$ cat config.mk
export PLATFORM = sky130hd
export DESIGN_NAME = alu_lane_sequencer
export DESIGN_NICKNAME = d
export VERILOG_FILES = /design/src/rtl/alu_lane_sequencer.sv
export SDC_FILE = /design/constraint.sdc
export NUM_CORES = 1
export LEC_CHECK = 0
export ABC_AREA = 1
export CAP_MARGIN = 20
export CORE_AREA = 2 2 193 195
export DETAILED_ROUTE_END_ITERATION = 8
export DIE_AREA = 0 0 195 197
export GPL_ROUTABILITY_DRIVEN = 0
export GPL_TIMING_DRIVEN = 0
export PLACE_DENSITY = 0.83
export SLEW_MARGIN = 20
export SYNTH_ARGS = -nofsm -noshare
export SYNTH_HDL_FRONTEND = slang
export SYNTH_SLANG_ARGS = --single-unit
$ cat constraint.sdc
create_clock -name clk_i -period 5.6 [get_ports clk_i]
set_clock_uncertainty 0.2 [all_clocks]
set_input_delay 0.84 -clock clk_i [delete_from_list [all_inputs] [get_ports clk_i]]
set_output_delay 0.84 -clock clk_i [all_outputs]
set_load 0.005 [all_outputs]
$ cat src/rtl/alu_lane_sequencer.sv
`timescale 1ns/1ps
// Runs a LANES x LANE_W vector op (or a single scalar pass) through one shared lane ALU, low lane first.
// Vector: done 5 cycles after accept, scalar: 2; stall_o holds upstream while RUN; flush_i aborts.
module alu_lane_sequencer #(
    parameter int LANE_W = 32,
    parameter int LANES  = 4
) (
    input  logic                     clk_i,
    input  logic                     rst_i,
    input  logic                     start_i,
    input  logic                     vf_i,
    input  logic [2:0]               op_i,
    input  logic [LANE_W*LANES-1:0]  opa_i,
    input  logic [LANE_W*LANES-1:0]  opb_i,
    input  logic                     flush_i,
    output logic [LANE_W-1:0]        lane_a_o,
    output logic [LANE_W-1:0]        lane_b_o,
    output logic [2:0]               lane_op_o,
    input  logic [LANE_W-1:0]        lane_res_i,
    output logic [LANE_W*LANES-1:0]  result_o,
    output logic                     busy_o,
    output logic                     stall_o,
    output logic                     done_o
);

    localparam int VEC_W = LANE_W * LANES;
    localparam int IDX_W = (LANES > 1) ? $clog2(LANES) : 1;

    typedef enum logic [1:0] {
        IDLE = 2'd0,
        RUN  = 2'd1,
        DONE = 2'd2
    } state_t;

    state_t             state_q, state_d;
    logic [IDX_W-1:0]   lane_q, lane_d;
    logic [VEC_W-1:0]   a_q, a_d;
    logic [VEC_W-1:0]   b_q, b_d;
    logic [2:0]         op_q, op_d;
    logic               vf_q, vf_d;
    logic [VEC_W-1:0]   result_q, result_d;
    logic               last_pass;

    always_ff @(posedge clk_i) begin
        if (!rst_i) begin
            state_q  <= IDLE;
            lane_q   <= '0;
            a_q      <= '0;
            b_q      <= '0;
            op_q     <= '0;
            vf_q     <= 1'b0;
            result_q <= '0;
        end else begin
            state_q  <= state_d;
            lane_q   <= lane_d;
            a_q      <= a_d;
            b_q      <= b_d;
            op_q     <= op_d;
            vf_q     <= vf_d;
            result_q <= result_d;
        end
    end

    assign last_pass = vf_q ? (lane_q == IDX_W'(LANES - 1)) : 1'b1;

    always_comb begin
        state_d  = state_q;
        lane_d   = lane_q;
        a_d      = a_q;
        b_d      = b_q;
        op_d     = op_q;
        vf_d     = vf_q;
        result_d = result_q;
        case (state_q)
            RUN: begin
                // The lane being processed this cycle is kept even when flushed here.
                if (vf_q) begin
                    result_d[LANE_W*lane_q +: LANE_W] = lane_res_i;
                end else begin
                    result_d               = '0;
                    result_d[LANE_W-1:0]   = lane_res_i;
                end
                if (flush_i) begin
                    state_d = IDLE;
                end else if (last_pass) begin
                    state_d = DONE;
                end else begin
                    lane_d = lane_q + 1'b1;
                end
            end
            IDLE, DONE: begin
                state_d = IDLE;
                if (start_i && !flush_i) begin
                    state_d = RUN;
                    lane_d  = '0;
                    a_d     = opa_i;
                    b_d     = opb_i;
                    op_d    = op_i;
                    vf_d    = vf_i;
                end
            end
            default: state_d = IDLE;
        endcase
    end

    assign lane_a_o  = (state_q == RUN) ? a_q[LANE_W*lane_q +: LANE_W] : '0;
    assign lane_b_o  = (state_q == RUN) ? b_q[LANE_W*lane_q +: LANE_W] : '0;
    assign lane_op_o = op_q;
    assign result_o  = result_q;
    assign busy_o    = (state_q == RUN);
    assign stall_o   = (state_q == RUN);
    assign done_o    = (state_q == DONE);

endmodule

Yosys cells after proc, flatten, opt, wreduce, memory -nomap -nowiden

Index checks and enable logic that the tools add are counted.

Register bits after elaboration: 392
Bits in latches: 0
RAM bits: 0
ROM bits: 0
Input port bits: 296
Memories: 0

Add/sub/neg operators: 2
$mul: 0
Divide/modulo/power cells: 0
Order comparisons: 0
Eq/ne operators: 7
Shift-type cells: 4
Mux-type cells: 13
Bitwise logic cells: 0
Reduce and logical (&&, ||, !) cells: 7

Operators by type and width:

| cell                        | count |
|---|---|
| $shiftx A128 B8 Y32         | 2 |
| $bwmux W128                 | 1 |
| $mux W128                   | 1 |
| $shift A32 B34 Y128 const A | 1 |
| $shiftx A32 B34 Y128        | 1 |
| $mux W32                    | 2 |
| $neg A7 Y34                 | 1 |
| $mux W2                     | 5 |
| $pmux W2 S2                 | 2 |
| $ne A2 B2 Y1 const B        | 3 |
| $eq A2 B2 Y1 const B        | 2 |
| $reduce_and A4 Y1           | 1 |
| $ne A3 B2 Y1 const B        | 1 |
| $add A2 B1 Y2 const B       | 1 |
| $eq A2 B1 Y1 const B        | 1 |
| $logic_not A2 Y1            | 1 |
| $mux W1                     | 2 |
| $reduce_and A2 Y1           | 1 |
| $reduce_bool A2 Y1          | 1 |
| $reduce_or A2 Y1            | 1 |
| $logic_and A1 B1 Y1         | 1 |
| $logic_not A1 Y1            | 1 |

Logic depth before layout (Yosys ltp)

Gate-level depths: netlist of run 1.

Word-level depth: 5
Mapped depth: 10
Gate-level depth less buffers: 7

Worst setup path after synthesis of run 1

Ideal clock, no wire load.

Kind: register to output
Start point: register lane_q[0]
End point: output lane_b_o[22]
Arrival: 1.221 ns
Data required time: 4.560 ns
Setup slack: 3.339 ns
Stages on the path, launching flop included: 7
Cell sequence: dfxtp_1 inv_2 clkbuf_1 buf_2 a21oi_1 o21ai_0 a21oi_1

Cells in the longest elaborated chain, start to end: 2

Ends and longest elaborated chain:

| element                | RTL line | source |
|---|---|---|
| start, declared        | 36       | `logic [IDX_W-1:0] lane_q, lane_d;` |
| start signal, assigned | 55       | `lane_q <= lane_d;` |
| $shiftx A128 B8 Y32    | 107      | `assign lane_b_o = (state_q == RUN) ? b_q[LANE_W*lane_q +: LANE_W] : '0;` |
| $mux W32               | 107      |  |
| end, declared          | 17       | `output logic [LANE_W-1:0] lane_b_o,` |

Every way passes these cells.

Worst setup path after layout of run 1

Start point: register lane_q[0]
End point: output lane_a_o[19]

Cells in the longest elaborated chain, start to end: 2

Ends and longest elaborated chain:

| element             | RTL line | source |
|---|---|---|
| $shiftx A128 B8 Y32 | 106      | `assign lane_a_o = (state_q == RUN) ? a_q[LANE_W*lane_q +: LANE_W] : '0;` |
| $mux W32            | 106      |  |
| end, declared       | 16       | `output logic [LANE_W-1:0] lane_a_o,` |

Every way passes these cells.

==> results of run 1 <==
==> sequential cells by signal (all words and copies together) (netlist names) <==
| name | cells |
|---|---|
| b_q | 128 |
| lane_op_o | 3 |
| vf_q | 1 |
| state_q | 2 |
| result_o | 128 |
| lane_q | 2 |
| a_q | 128 |
==> metal layers <==
| layer | vias up | global-route usage, % | part of all wire [%] |
|---|---|---|---|
| met1 | 8431 | 38.7 | 38 |
| li1 | 8493 | - | - |
| met4 | 2 | 17.7 | 5.7 |
| met5 | - | 0 | 0.025 |
| met3 | 214 | 6.62 | 8.7 |
| met2 | 1085 | 54.9 | 47 |
==> layout by cell type, fill, tap and decap left out, drive strengths merged <==
master	n
a21oi	581
a31oi	1
buf	87
clkbuf	162
clkdlybuf4s50	493
clkinv	4
dfxtp	392
diode	14
ha	6
inv	206
nand2	561
nand3	6
nor2	41
nor3	33
o21ai	262
==> power groups by stage <==
stage                     Sequential [µW]  Combinational, µW  Clock, µW
after floorplan                      3010                387          0
after global placement               3020                806          0
after detailed placement             3030                825          0
after CTS                            2970                833       2680
after global routing                 2980                916       2800
final                                2970                847       2680
==> cell type report <==
class	instances	area [µm²]
clock inverters	6	37.5
inverters	204	766
well taps	468	586
diodes	14	35.0
fillers	3141	13200
flip-flops and latches	392	7850
plain buffers	186	790
multi-input cells	1491	6790
clock buffers	63	1280
repair buffers	493	4930
==> worst paths after layout <==
path             start           end  depth (start not counted)
min reg2reg    a_q[72]       a_q[72]                          2
max          lane_q[0]  lane_a_o[19]                          6
max reg2reg  lane_q[0]   result_o[9]                         10
min            a_q[72]       a_q[72]                          2
==> worst register-to-register path, stage by stage (launching register included) <==
cell and delay, ns:
dfxtp_1 0.44, inv_2 0.30, clkbuf_1 0.66, buf_2 0.42, ha_1 0.33, inv_1 0.10
nand2_1 0.07, o21ai_2 0.40, clkbuf_1 0.41, nand2_1 0.13, a21oi_1 0.16
==> metrics by stage <==
step	cells	utilization, %	total power, µW	worst slack [ns]	cell area (µm²)
5_1_grt	3315	63.6	6690	1.03	23100
3_3_place_gp	3234	59.9	3830	1.63	21700
3_5_place_dp	3234	59.9	3850	1.70	21700
6_report	3317	63.6	6490	1.15	23100
4_1_cts	3303	63.5	6480	1.12	23000
2_1_floorplan	2273	-	3400	3.34	16200
==> kinds of logic (layout without fill, tap and decap cells) <==
kind of cell	after synthesis	in the layout	synth area share, %
other	0	14	0
and+or+nand+nor	641	641	15.3
AOI/OAI and AO/OA	844	844	26.2
buffers and inverters	390	952	9.60
DFF	392	392	48.5
adders and majority gates	6	6	0.464
==> impl_metrics.py, run 1 <==
metrics = {
    "detailed_routing": {
        "drc_errors": 0,
        "vias_per_cell": 5.49,
        "vias": 18200,
        "wl_um": 65100,
        "routedWlPerCell_um": 19.6,
        "drt_iter0_drc": 1358,
        "dr.pass1.iters": 8,
        "ant_nets": 0,
    },
    "floorplan": {
        "core-area_um2": 36300,
        "rows": 70,
        "die_height_um": 197,
        "initial_core_util_pct": 44.7,
        "die_area_um2": 38400,
        "chipWidth_um": 195,
        "pin_count": 494,
    },
    "worst_setup_path": {
        "cp.required_ns": 4.56,
        "slowest_delay_ns": 0.65,
        "path_cells": "inv_2 -> clkbuf_1 -> clkbuf_1 -> o21ai_0 -> a21oi_1 -> clkdlybuf4s50_1",
        "cp_top_family": "buffers and inverters",
        "path_max_fanout": 10,
        "path_class": "flop to output port",
        "critPathLaunchType": "flop",
        "slowest_stage": "clkbuf_1",
        "reg2reg_slack_ns": 1.92,
        "crit_path_end_kind": "output port",
        "path_buf_inv": 4,
        "arrival_ns": 3.41,
        "path_common_cell": "clkbuf_1",
    },
    "sta": {
        "timing.fmax_mhz": 225,
        "hold_ws_ns": 0.255,
        "fin_crit_sh_pct": 79.5,
        "finalCriticalPeriod_ns": 4.45,
        "tightest_slew_ns": 0.958,
        "slew-limit-headroom_pct": 36.1,
        "hold_viol": 0,
        "fin_tns_setup_ns": 0,
        "rsz0062_at_grt": "no",
        "report.final.slew_viol_count": 0,
        "setup_violations": 0,
    },
    "grt": {
        "grt_first_pass_wirelength_um": 96800,
        "grt_overflow_total": 0,
        "antenna_found_initial": 14,
        "grt_pass1_vias": 17700,
        "grt_max_degree": 14,
        "grtUsageTotal_pct": 32.4,
    },
    "clocking": {
        "clockBufferDepth": 3,
        "clk_pin_slew_ns": 0.06,
        "clockRootBuffer": "clkbuf_16",
        "cts_hold_buf": 0,
        "cts_resized": 0,
        "htreeDepth": 2,
        "postCtsSetupBuffers": 0,
        "cts_made_buffers": 42,
        "cts_tree": "yes",
        "clk_latency_ns": 0.52,
        "clock-sinks": 392,
    },
    "outcome": {
        "outcome": "finished, final reports clean",
    },
    "power_and_ir_drop": {
        "comb_power_share_pct": 13.0,
        "power_switching_share_pct": 25.1,
        "switchingPower_uw": 1630,
        "seqPwrFrac_pct": 45.7,
        "ir_worst_vdd_v": 0.000223,
        "p_int_uw": 4860,
        "p_leak_uw": 0.00832,
        "p_per_area_nw_per_um2": 281,
        "power.share.clock_pct": 41.2,
    },
    "place": {
        "place.detailed.hpwl_um": 49600,
        "io_buffers": 493,
    },
    "logic_synthesis": {
        "ys_seq_elements": 392,
        "ys.flop_type": "dfxtp_1",
        "avgSynthCellArea_um2": 7.12,
        "yosys.area.top_type": "dfxtp_1",
        "ys_async_sr_fraction_pct": 0,
        "synth_area_um2": 16200,
        "synth.top_cell.area_share_pct": 48.5,
        "synth_edf_count": 0,
        "synth_cell_types": 20,
        "yosysSeqAreaShare_pct": 48.5,
        "synth_commonest_cells": "a21oi_1, nand2_1, dfxtp_1",
        "yosysWarnings": 0,
        "synth_cells": 2273,
        "synth_nets": 2575,
        "synthTopCellsByArea": "dfxtp_1, a21oi_1, nand2_1",
        "yosysMostFrequentCell": "a21oi_1",
    },
    "final_layout": {
        "drive_gt1_share_pct": 5.22,
        "final_nets": 3112,
        "syn_to_final_growth_pct": 42.5,
    },
    "min_path": {
        "hp-class": "flop to flop",
    },
    "flow_run": {
        "maxCapViolCount": 0,
    },
}
No activity file was read; power rests on OpenSTA's default activity.
==> inputs of run 2 (changes only) <==
Settings changed: CORE_AREA 2 2 193 195 to not set, CORE_UTILIZATION set to 43, DIE_AREA 0 0 195 197 to not set.
Clock period 5.6 ns to 3.6 ns, I/O delays scaled along.
==> run 2 against run 1 <==
Combinational power grew 55%. Non-clock buffer count increased by 3. Power up 57%. Clock power up 58%. Sequential share of layout area decreased by 0.11 points. Via count fell by 1.3%. Global-route usage is essentially flat. Routed wire length is 1.5% lower. Critical path depth did not move. Largest cell class unchanged.
==> impl_metrics.py, run 2 (synthesis gave the netlist of run 1 again) <==
metrics = {
    "outcome": {
        "outcome": "finished, final reports clean",
    },
    "sta": {
        "hold_viol": 0,
        "report.final.slew_viol_count": 0,
        "finalCriticalPeriod_ns": 3.52,
        "slew-limit-headroom_pct": 36.6,
        "hold_ws_ns": 0.254,
        "timing.fmax_mhz": 284,
        "setup_violations": 0,
        "tightest_slew_ns": 0.952,
        "rsz0062_at_grt": "yes",
        "fin_tns_setup_ns": 0,
        "fin_crit_sh_pct": 97.9,
    },
    "clocking": {
        "htreeDepth": 2,
        "clockRootBuffer": "clkbuf_16",
        "clk_pin_slew_ns": 0.06,
        "clockBufferDepth": 3,
        "clock-sinks": 392,
        "cts_tree": "yes",
        "clk_latency_ns": 0.53,
        "cts_made_buffers": 41,
    },
    "grt": {
        "grt_pass1_vias": 17400,
        "antenna_found_initial": 12,
        "grtUsageTotal_pct": 32.4,
        "grt_max_degree": 16,
        "grt_first_pass_wirelength_um": 96200,
        "grt_overflow_total": 0,
    },
    "floorplan": {
        "chipWidth_um": 196,
        "pin_count": 494,
        "die_area_um2": 38400,
        "die_height_um": 196,
        "rows": 70,
        "core-area_um2": 36900,
        "initial_core_util_pct": 43.9,
    },
    "final_layout": {
        "multi_input_area_um2": 6800,
        "final_cell_mix": "a21oi_1, nand2_1, clkdlybuf4s50_1, dfxtp_1, o21ai_0",
        "drive_gt1_share_pct": 5.74,
        "fin_area_um2": 23200,
        "nFillCells": 3184,
        "syn_to_final_growth_pct": 43.0,
        "seq_area_um2": 7850,
        "final_nets": 3114,
        "final_util_pct": 62.8,
        "final_common_cell": "a21oi_1",
    },
    "worst_setup_path": {
        "crit_path_end_kind": "output port",
        "path_max_fanout": 10,
        "path_class": "flop to output port",
        "cp.required_ns": 2.86,
        "arrival_ns": 2.78,
        "critPathLaunchType": "flop",
    },
    "power_and_ir_drop": {
        "p_per_area_nw_per_um2": 439,
        "totalPowerFinal_uw": 10200,
        "power_switching_share_pct": 25.4,
        "p_leak_uw": 0.00836,
        "ir_worst_vdd_v": 0.000303,
        "comb_power_share_pct": 12.9,
        "switchingPower_uw": 2580,
        "p_int_uw": 7580,
        "power.share.clock_pct": 41.7,
        "seqPwrFrac_pct": 45.4,
    },
    "detailed_routing": {
        "drc_errors": 0,
        "drt_iter0_drc": 1301,
        "vias_per_cell": 5.36,
        "dr.pass1.iters": 6,
        "vias": 18000,
        "ant_nets": 0,
        "wl_um": 64100,
        "routedWlPerCell_um": 19.1,
    },
    "place": {
        "postPlaceCellArea_um2": 21800,
        "place.detailed.hpwl_um": 48600,
        "io_buffers": 493,
    },
    "flow_run": {
        "maxCapViolCount": 0,
    },
    "min_path": {
        "hp-class": "flop to flop",
    },
}
[run 2: changes by cell type in the layout (fill, tap and decap cells not counted), moves of 3 or more]
cell,before,now
clkbuf_2,0,6
clkinv_2,4,7
a21oi_1,581,578
a21oi_2,0,3
buf_4,1,5
bufinv_16,0,3
clkbuf_8,13,7
buf_1,16,13
[run 2: layout make-up]
class	instances	area share (%)
Antenna cell	12	0.130
Timing Repair Buffer	496	21.4
Tap cell	504	2.72
Clock buffer	58	5.01
Buffer	186	3.49
Sequential cell	392	33.9
Multi-Input combinational cell	1491	29.4
Inverter	204	3.31
Clock inverter	13	0.654
[run 2: what timing repair did]
| action | 4_1_cts | 5_1_grt |
|---|---|---|
| gates resized for setup | 10 | 8 |
| setup buffers | 0 | 3 |
| hold buffers | 0 | 0 |
| pin swaps | 0 | 2 |
| endpoints found under the setup margin | 94 | 29 |
| gates cloned | 0 | 0 |
[run 2: worst max-delay path, cell delays in order, from the launching register on]
cell,delay (ns)
dfxtp_2,0.36
clkbuf_2,0.25
buf_1,0.38
a21oi_1,0.23
o21ai_0,0.12
a21oi_1,0.28
clkdlybuf4s50_1,0.63
[run 2: metrics by stage]
| stage | worst slack, ns | cells |
|---|---|---|
| floorplan | 1.36 | 2273 |
| global placement | -0.00101 | 3270 |
| detailed placement | -0.0732 | 3270 |
| CTS | 0.0125 | 3341 |
| global route | -0.0374 | 3354 |
| finish | 0.0754 | 3356 |
[run 2: power by group through the flow]
stage | Combinational [µW] | Clock, µW | Sequential [µW]
final | 1310 | 4230 | 4610
after global routing | 1420 | 4430 | 4630
after detailed placement | 1280 | 0 | 4710
after CTS | 1290 | 4250 | 4610
after floorplan | 602 | 0 | 4690
after global placement | 1260 | 0 | 4700
[run 2: worst paths after layout]
| check | endpoint | cells past startpoint | slack (ns) | startpoint |
|---|---|---|---|---|
| max | lane_a_o[28] | 6 | 0.08 | lane_q[1] |
| min | a_q[66] | 2 | 0.25 | a_q[66] |
| max reg2reg | result_o[28] | 10 | 0.50 | lane_q[0] |
| min reg2reg | a_q[66] | 2 | 0.25 | a_q[66] |
[run 2: per-layer routing]
metal | part of all wire [%] | wire length (µm) | track usage [%] | up-vias
met5 | 0.019 | 12 | 0 | -
met4 | 5.5 | 3500 | 16.6 | 2
met3 | 8.4 | 5380 | 5.62 | 190
met2 | 47 | 30000 | 54.6 | 946
met1 | 39 | 25200 | 39.7 | 8362
li1 | - | - | - | 8494
